[config.mk]
export PLATFORM = sky130hd
export DESIGN_NAME = load_scoreboard
export DESIGN_NICKNAME = d
export VERILOG_FILES = /design/src/rtl/pipe_pkg.sv /design/src/rtl/ld_countdown.sv /design/src/rtl/load_scoreboard.sv
export SDC_FILE = /design/constraint.sdc
export NUM_CORES = 1
export LEC_CHECK = 0
export BUFFER_PORTS_ARGS = -buffer_cell sky130_fd_sc_hd__buf_2
export CORE_AREA = 2 2 58 87
export CTS_BUF_LIST = sky130_fd_sc_hd__clkbuf_4 sky130_fd_sc_hd__clkbuf_8
export CTS_CLUSTER_DIAMETER = 150
export DETAILED_ROUTE_END_ITERATION = 7
export DIE_AREA = 0 0 60 89
export HOLD_SLACK_MARGIN = 0.1
export PLACE_DENSITY = 0.79
export SETUP_SLACK_MARGIN = 0.5
export SLEW_MARGIN = 5
export SYNTH_ARGS = -nofsm -noshare
export SYNTH_HDL_FRONTEND = slang
export SYNTH_SLANG_ARGS = --single-unit
[constraint.sdc]
create_clock -name clk -period 3.2 [get_ports clk]
set_clock_uncertainty 0.2 [all_clocks]
set_input_delay 0 -clock clk [delete_from_list [all_inputs] [get_ports clk]]
set_output_delay 0 -clock clk [all_outputs]
set_load 0.005 [all_outputs]
[src/rtl/pipe_pkg.sv]
// Shared pipeline constants for the load-use scoreboard.
// Register-file geometry, load latency and countdown width.
package pipe_pkg;
  localparam int NREG_DEF   = 8;
  localparam int RW_DEF     = $clog2(NREG_DEF);
  localparam int LD_LAT_DEF = 1;
  localparam int CNT_W_DEF  = 16;
  localparam int REG_ZERO   = 0;
  localparam int CD_W       = 3;
endpackage

[src/rtl/ld_countdown.sv]
// Per-register load countdown.
// Reload wins; otherwise count down unless held.
module ld_countdown
  import pipe_pkg::*;
(
  input  logic            clk,
  input  logic            rst_n,
  input  logic            load,
  input  logic            hold,
  input  logic [CD_W-1:0] value,
  output logic            busy
);

  logic [CD_W-1:0] r_cnt;

  always_ff @(posedge clk or negedge rst_n) begin
    if (!rst_n) begin
      r_cnt <= '0;
    end else if (load) begin
      r_cnt <= value;
    end else if (r_cnt != '0 && !hold) begin
      r_cnt <= r_cnt - 1'b1;
    end
  end

  assign busy = (r_cnt != '0);

endmodule

[src/rtl/load_scoreboard.sv]
// Load-use hazard scoreboard: stalls decode on RAW/WAW
// against in-flight loads, and counts stall cycles.
module load_scoreboard
  import pipe_pkg::*;
#(
  parameter int NREG   = NREG_DEF,
  parameter int RW     = $clog2(NREG),
  parameter int LD_LAT = LD_LAT_DEF,
  parameter int CNT_W  = CNT_W_DEF
) (
  input  logic             clk,
  input  logic             rst_n,
  input  logic             id_valid,
  input  logic [RW-1:0]    id_src1,
  input  logic [RW-1:0]    id_src2,
  input  logic             id_src1_used,
  input  logic             id_src2_used,
  input  logic [RW-1:0]    id_dst,
  input  logic             id_wr_en,
  input  logic             id_is_load,
  input  logic             id_flush,
  input  logic             mem_hold,
  input  logic             cnt_clr,
  output logic             stall,
  output logic [NREG-1:0]  pending,
  output logic [CNT_W-1:0] stall_cnt
);

  localparam logic [RW-1:0]   ZR  = RW'(REG_ZERO);
  localparam logic [CD_W-1:0] LAT = CD_W'(LD_LAT);

  logic [NREG-1:0] w_pend;
  logic            w_raw1;
  logic            w_raw2;
  logic            w_waw;
  logic            w_live;
  logic            w_issue;
  logic            w_set;
  logic [CNT_W-1:0] r_sc;

  assign w_pend[REG_ZERO] = 1'b0;

  genvar g;
  generate
    for (g = 1; g < NREG; g++) begin : g_cd
      ld_countdown u_cd (
        .clk   (clk),
        .rst_n (rst_n),
        .load  (w_set && (id_dst == RW'(g))),
        .hold  (mem_hold),
        .value (LAT),
        .busy  (w_pend[g])
      );
    end
  endgenerate

  assign w_raw1 = id_src1_used && (id_src1 != ZR)
               && w_pend[id_src1];
  assign w_raw2 = id_src2_used && (id_src2 != ZR)
               && w_pend[id_src2];
  assign w_waw  = id_wr_en && (id_dst != ZR)
               && w_pend[id_dst];

  assign w_live  = id_valid && !id_flush;
  assign stall   = w_live && (w_raw1 || w_raw2 || w_waw);
  assign w_issue = w_live && !stall;
  // an issuing load can never target a busy register (waw stalls it)
  assign w_set   = w_issue && id_is_load && id_wr_en
                && (id_dst != ZR);

  always_ff @(posedge clk or negedge rst_n) begin
    if (!rst_n) begin
      r_sc <= '0;
    end else if (cnt_clr) begin
      r_sc <= '0;
    end else if (stall && r_sc != '1) begin
      r_sc <= r_sc + 1'b1;
    end
  end

  assign pending   = w_pend;
  assign stall_cnt = r_sc;

endmodule

==> results.ini <==
[drt]
via_per_inst=5.55
via_count=2293
wl_mm=6.31
drc=0
first_pass_iters=4
initialDrtViolationCount=73
final_antenna_net_count=0
routedWlPerCell_um=15.3

[placed_design]
gp_congestion=0.812
dp_hpwl_mm=3.98
portBuffers=42
place_ws_ns=0.405

[critical_path]
r2r_setup_slack_ns=0.45
crit_chain=inv_2, ha_4, nor2b_4, mux4_2, a21oi_4, a211oi_4, buf_12, buf_8, or4_4, a21oi_2
slowest_delay_ns=0.51
worstReg2RegEnd=stall_cnt[13]
crit_type=flip-flop to flip-flop
crit_fanout=7
end_kind=flip-flop
worst-r2r-cell-count=10
arrival_ns=2.77
cp.required_ns=3.22
start_kind=flip-flop
r2r_start=g_cd[6].u_cd.r_cnt[1]
critPathSlowestCell=mux4_2

[cts]
ctsRootBufferMaster=clkbuf_8
tritoncts=built
clk_pin_slew_ns=0.08
cts_sinks=37
cts_max_level=2
cts_buffers=5
cts_buffer_depth=2
insertion_delay_ns=0.29

[power]
p_leak_nw=1.49
peakVddDrop_uv=327
powerDensity_nw_per_um2=657
total_power_mw=2.20

[yosys]
synth_edf_count=0
ys.warnings.count=0
syn_area_sq_um=2540
synth_most_common_cell=dfrtp_1
synthTopCellsByCount=37 x dfrtp_1, 27 x nor2_1, 26 x nor2b_1
netlist_instances=280
synth_nets=314
ys_ff_latch=37
synth_top_area_cell=dfrtp_1
synth_ff_type=dfrtp_1
synth.area.top_cells=dfrtp_1 36%, mux2_2 8.0%, ha_1 7.4%
syn_avg_cell_area_sq_um=9.08
async_flop_share_pct=100
yosysTopAreaCellShare_pct=36.4
ys_seq_area_share_pct=36.4
ys_types=43

[layout]
areaGrowthSynthToFinish_pct=31.4
n_antenna_cell=0
nets=382
layout-drive-gt1-share_pct=39.5
fillers=330

[global_routing]
grt.overflow.total=0
antenna_found_initial=0
grt_max_degree=38
grt_pass1_wl_mm=9.84
track_usage_pct=24.3
grt_pass1_vias=2239

[sta]
min_period_ns=2.75
rsz0062_at_grt=yes
fin_crit_sh_pct=86.0
drv_slew=0
setup_slack_ns=0.447
finalSetupViolCount=0
tightestPinTransition_ns=0.844
relSlewSlack_pct=43.7
hold_ws_ns=0.147
hold_viol_final=0
fmax_mhz=363
setup_tns_ns=0

[job]
maxCapViolations=0

[floorplanning]
die-area_sq_um=5340
pin_count=44
rows=30
die_h_um=89
die-width_um=60
core_area_sq_um=4540
start_util_pct=56.0

[hold_path]
hp-class=input pin to async pin

[status]
status=completed

where the power goes:
group / switching (mW) / internal, mW / total, mW / leakage (nW)
clock network: 0.174 / 0.195 / 0.369 / 0.0542
registers: 0.104 / 0.610 / 0.714 / 0.468
logic: 0.522 / 0.591 / 1.11 / 0.963
state kept, by name, summed over array words and instances (netlist names):
register	flops
stall_cnt	16
g_cd.u_cd.r_cnt	21
repair_timing:
item | CTS | global route
gates cloned | 2 | 0
hold endpoints to repair | 73 | 0
setup buffers | 6 | 13
setup endpoints to repair | 19 | 22
resized for setup | 21 | 36
hold buffers | 11 | 0
pin swaps | 6 | 17
routing by layer:
layer	track usage [%]	part of all wire (%)	vias up
li1	-	-	1104
met4	11.7	2.7	0
met2	44.3	55	82
met1	26.5	38	1086
met5	0	0	-
met3	3.91	4.3	21
logic make-up after synthesis:
logic type,synth area share [%]
muxes,10.4
other,0.147
adders and majority gates,7.38
buffers and inverters,7.23
and+or+nand+nor,23.4
DFF,36.4
xor gates and xnor gates,2.41
AOI/OAI and AO/OA,12.6
worst max-delay path by stage:
stage,slack [ns],cells past startpoint,start,end
floorplan,0.56,9,g_cd[7].u_cd.r_cnt[0],stall_cnt[4]
global placement,0.48,11,g_cd[2].u_cd.r_cnt[0],stall_cnt[8]
detailed placement,0.41,10,g_cd[4].u_cd.r_cnt[0],g_cd[1].u_cd.r_cnt[0]
CTS,0.51,9,g_cd[6].u_cd.r_cnt[0],stall_cnt[13]
global route,0.37,13,g_cd[5].u_cd.r_cnt[0],stall_cnt[11]
finish,0.45,10,g_cd[6].u_cd.r_cnt[1],stall_cnt[13]
cells in the final DEF, fill, tap and decap left out, drive strengths merged, types with 5 or more instances in the layout:
cell type / instances
nor3: 7
clkbuf: 7
nand2: 18
ha: 15
dlygate4sd3: 11
o21ai: 14
mux2: 18
dfrtp: 37
inv: 23
o31ai: 6
nand2b: 5
nand4: 6
buf: 64
a21oi: 14
xnor2: 7
nor2b: 27
nor2: 27
nand3: 5
critical path, delay by kind of cell, from the launching register on:
family	cells	cell delay [ns]
muxes	1	0.51
adders and majority gates	1	0.16
buffers and inverters	3	0.35
AOI/OAI and AO/OA	3	0.46
DFF	1	0.37
and+or+nand+nor	2	0.62
layout make-up:
cell class              count  area, sq um  share of cell area (%)
clock buffers               7         96.3                    2.88
clock inverters             1         5.00                   0.150
inverters                  23         86.3                    2.58
multi-input cells         206         1640                    49.1
flip-flops and latches     37          926                    27.7
well taps                  64         80.1                    2.40
repair buffers             75          509                    15.2
metrics by stage:
| step | std cells | utilization (%) | instance area (sq um) |
|---|---|---|---|
| 6_report | 413 | 73.6 | 3340 |
| 5_1_grt | 413 | 73.6 | 3340 |
| 4_1_cts | 400 | 68.4 | 3110 |
| 3_5_place_dp | 373 | 60.6 | 2750 |
| 3_3_place_gp | 373 | 60.6 | 2750 |
| 2_1_floorplan | 280 | - | 2540 |
Power figures use the tool's default switching activity.
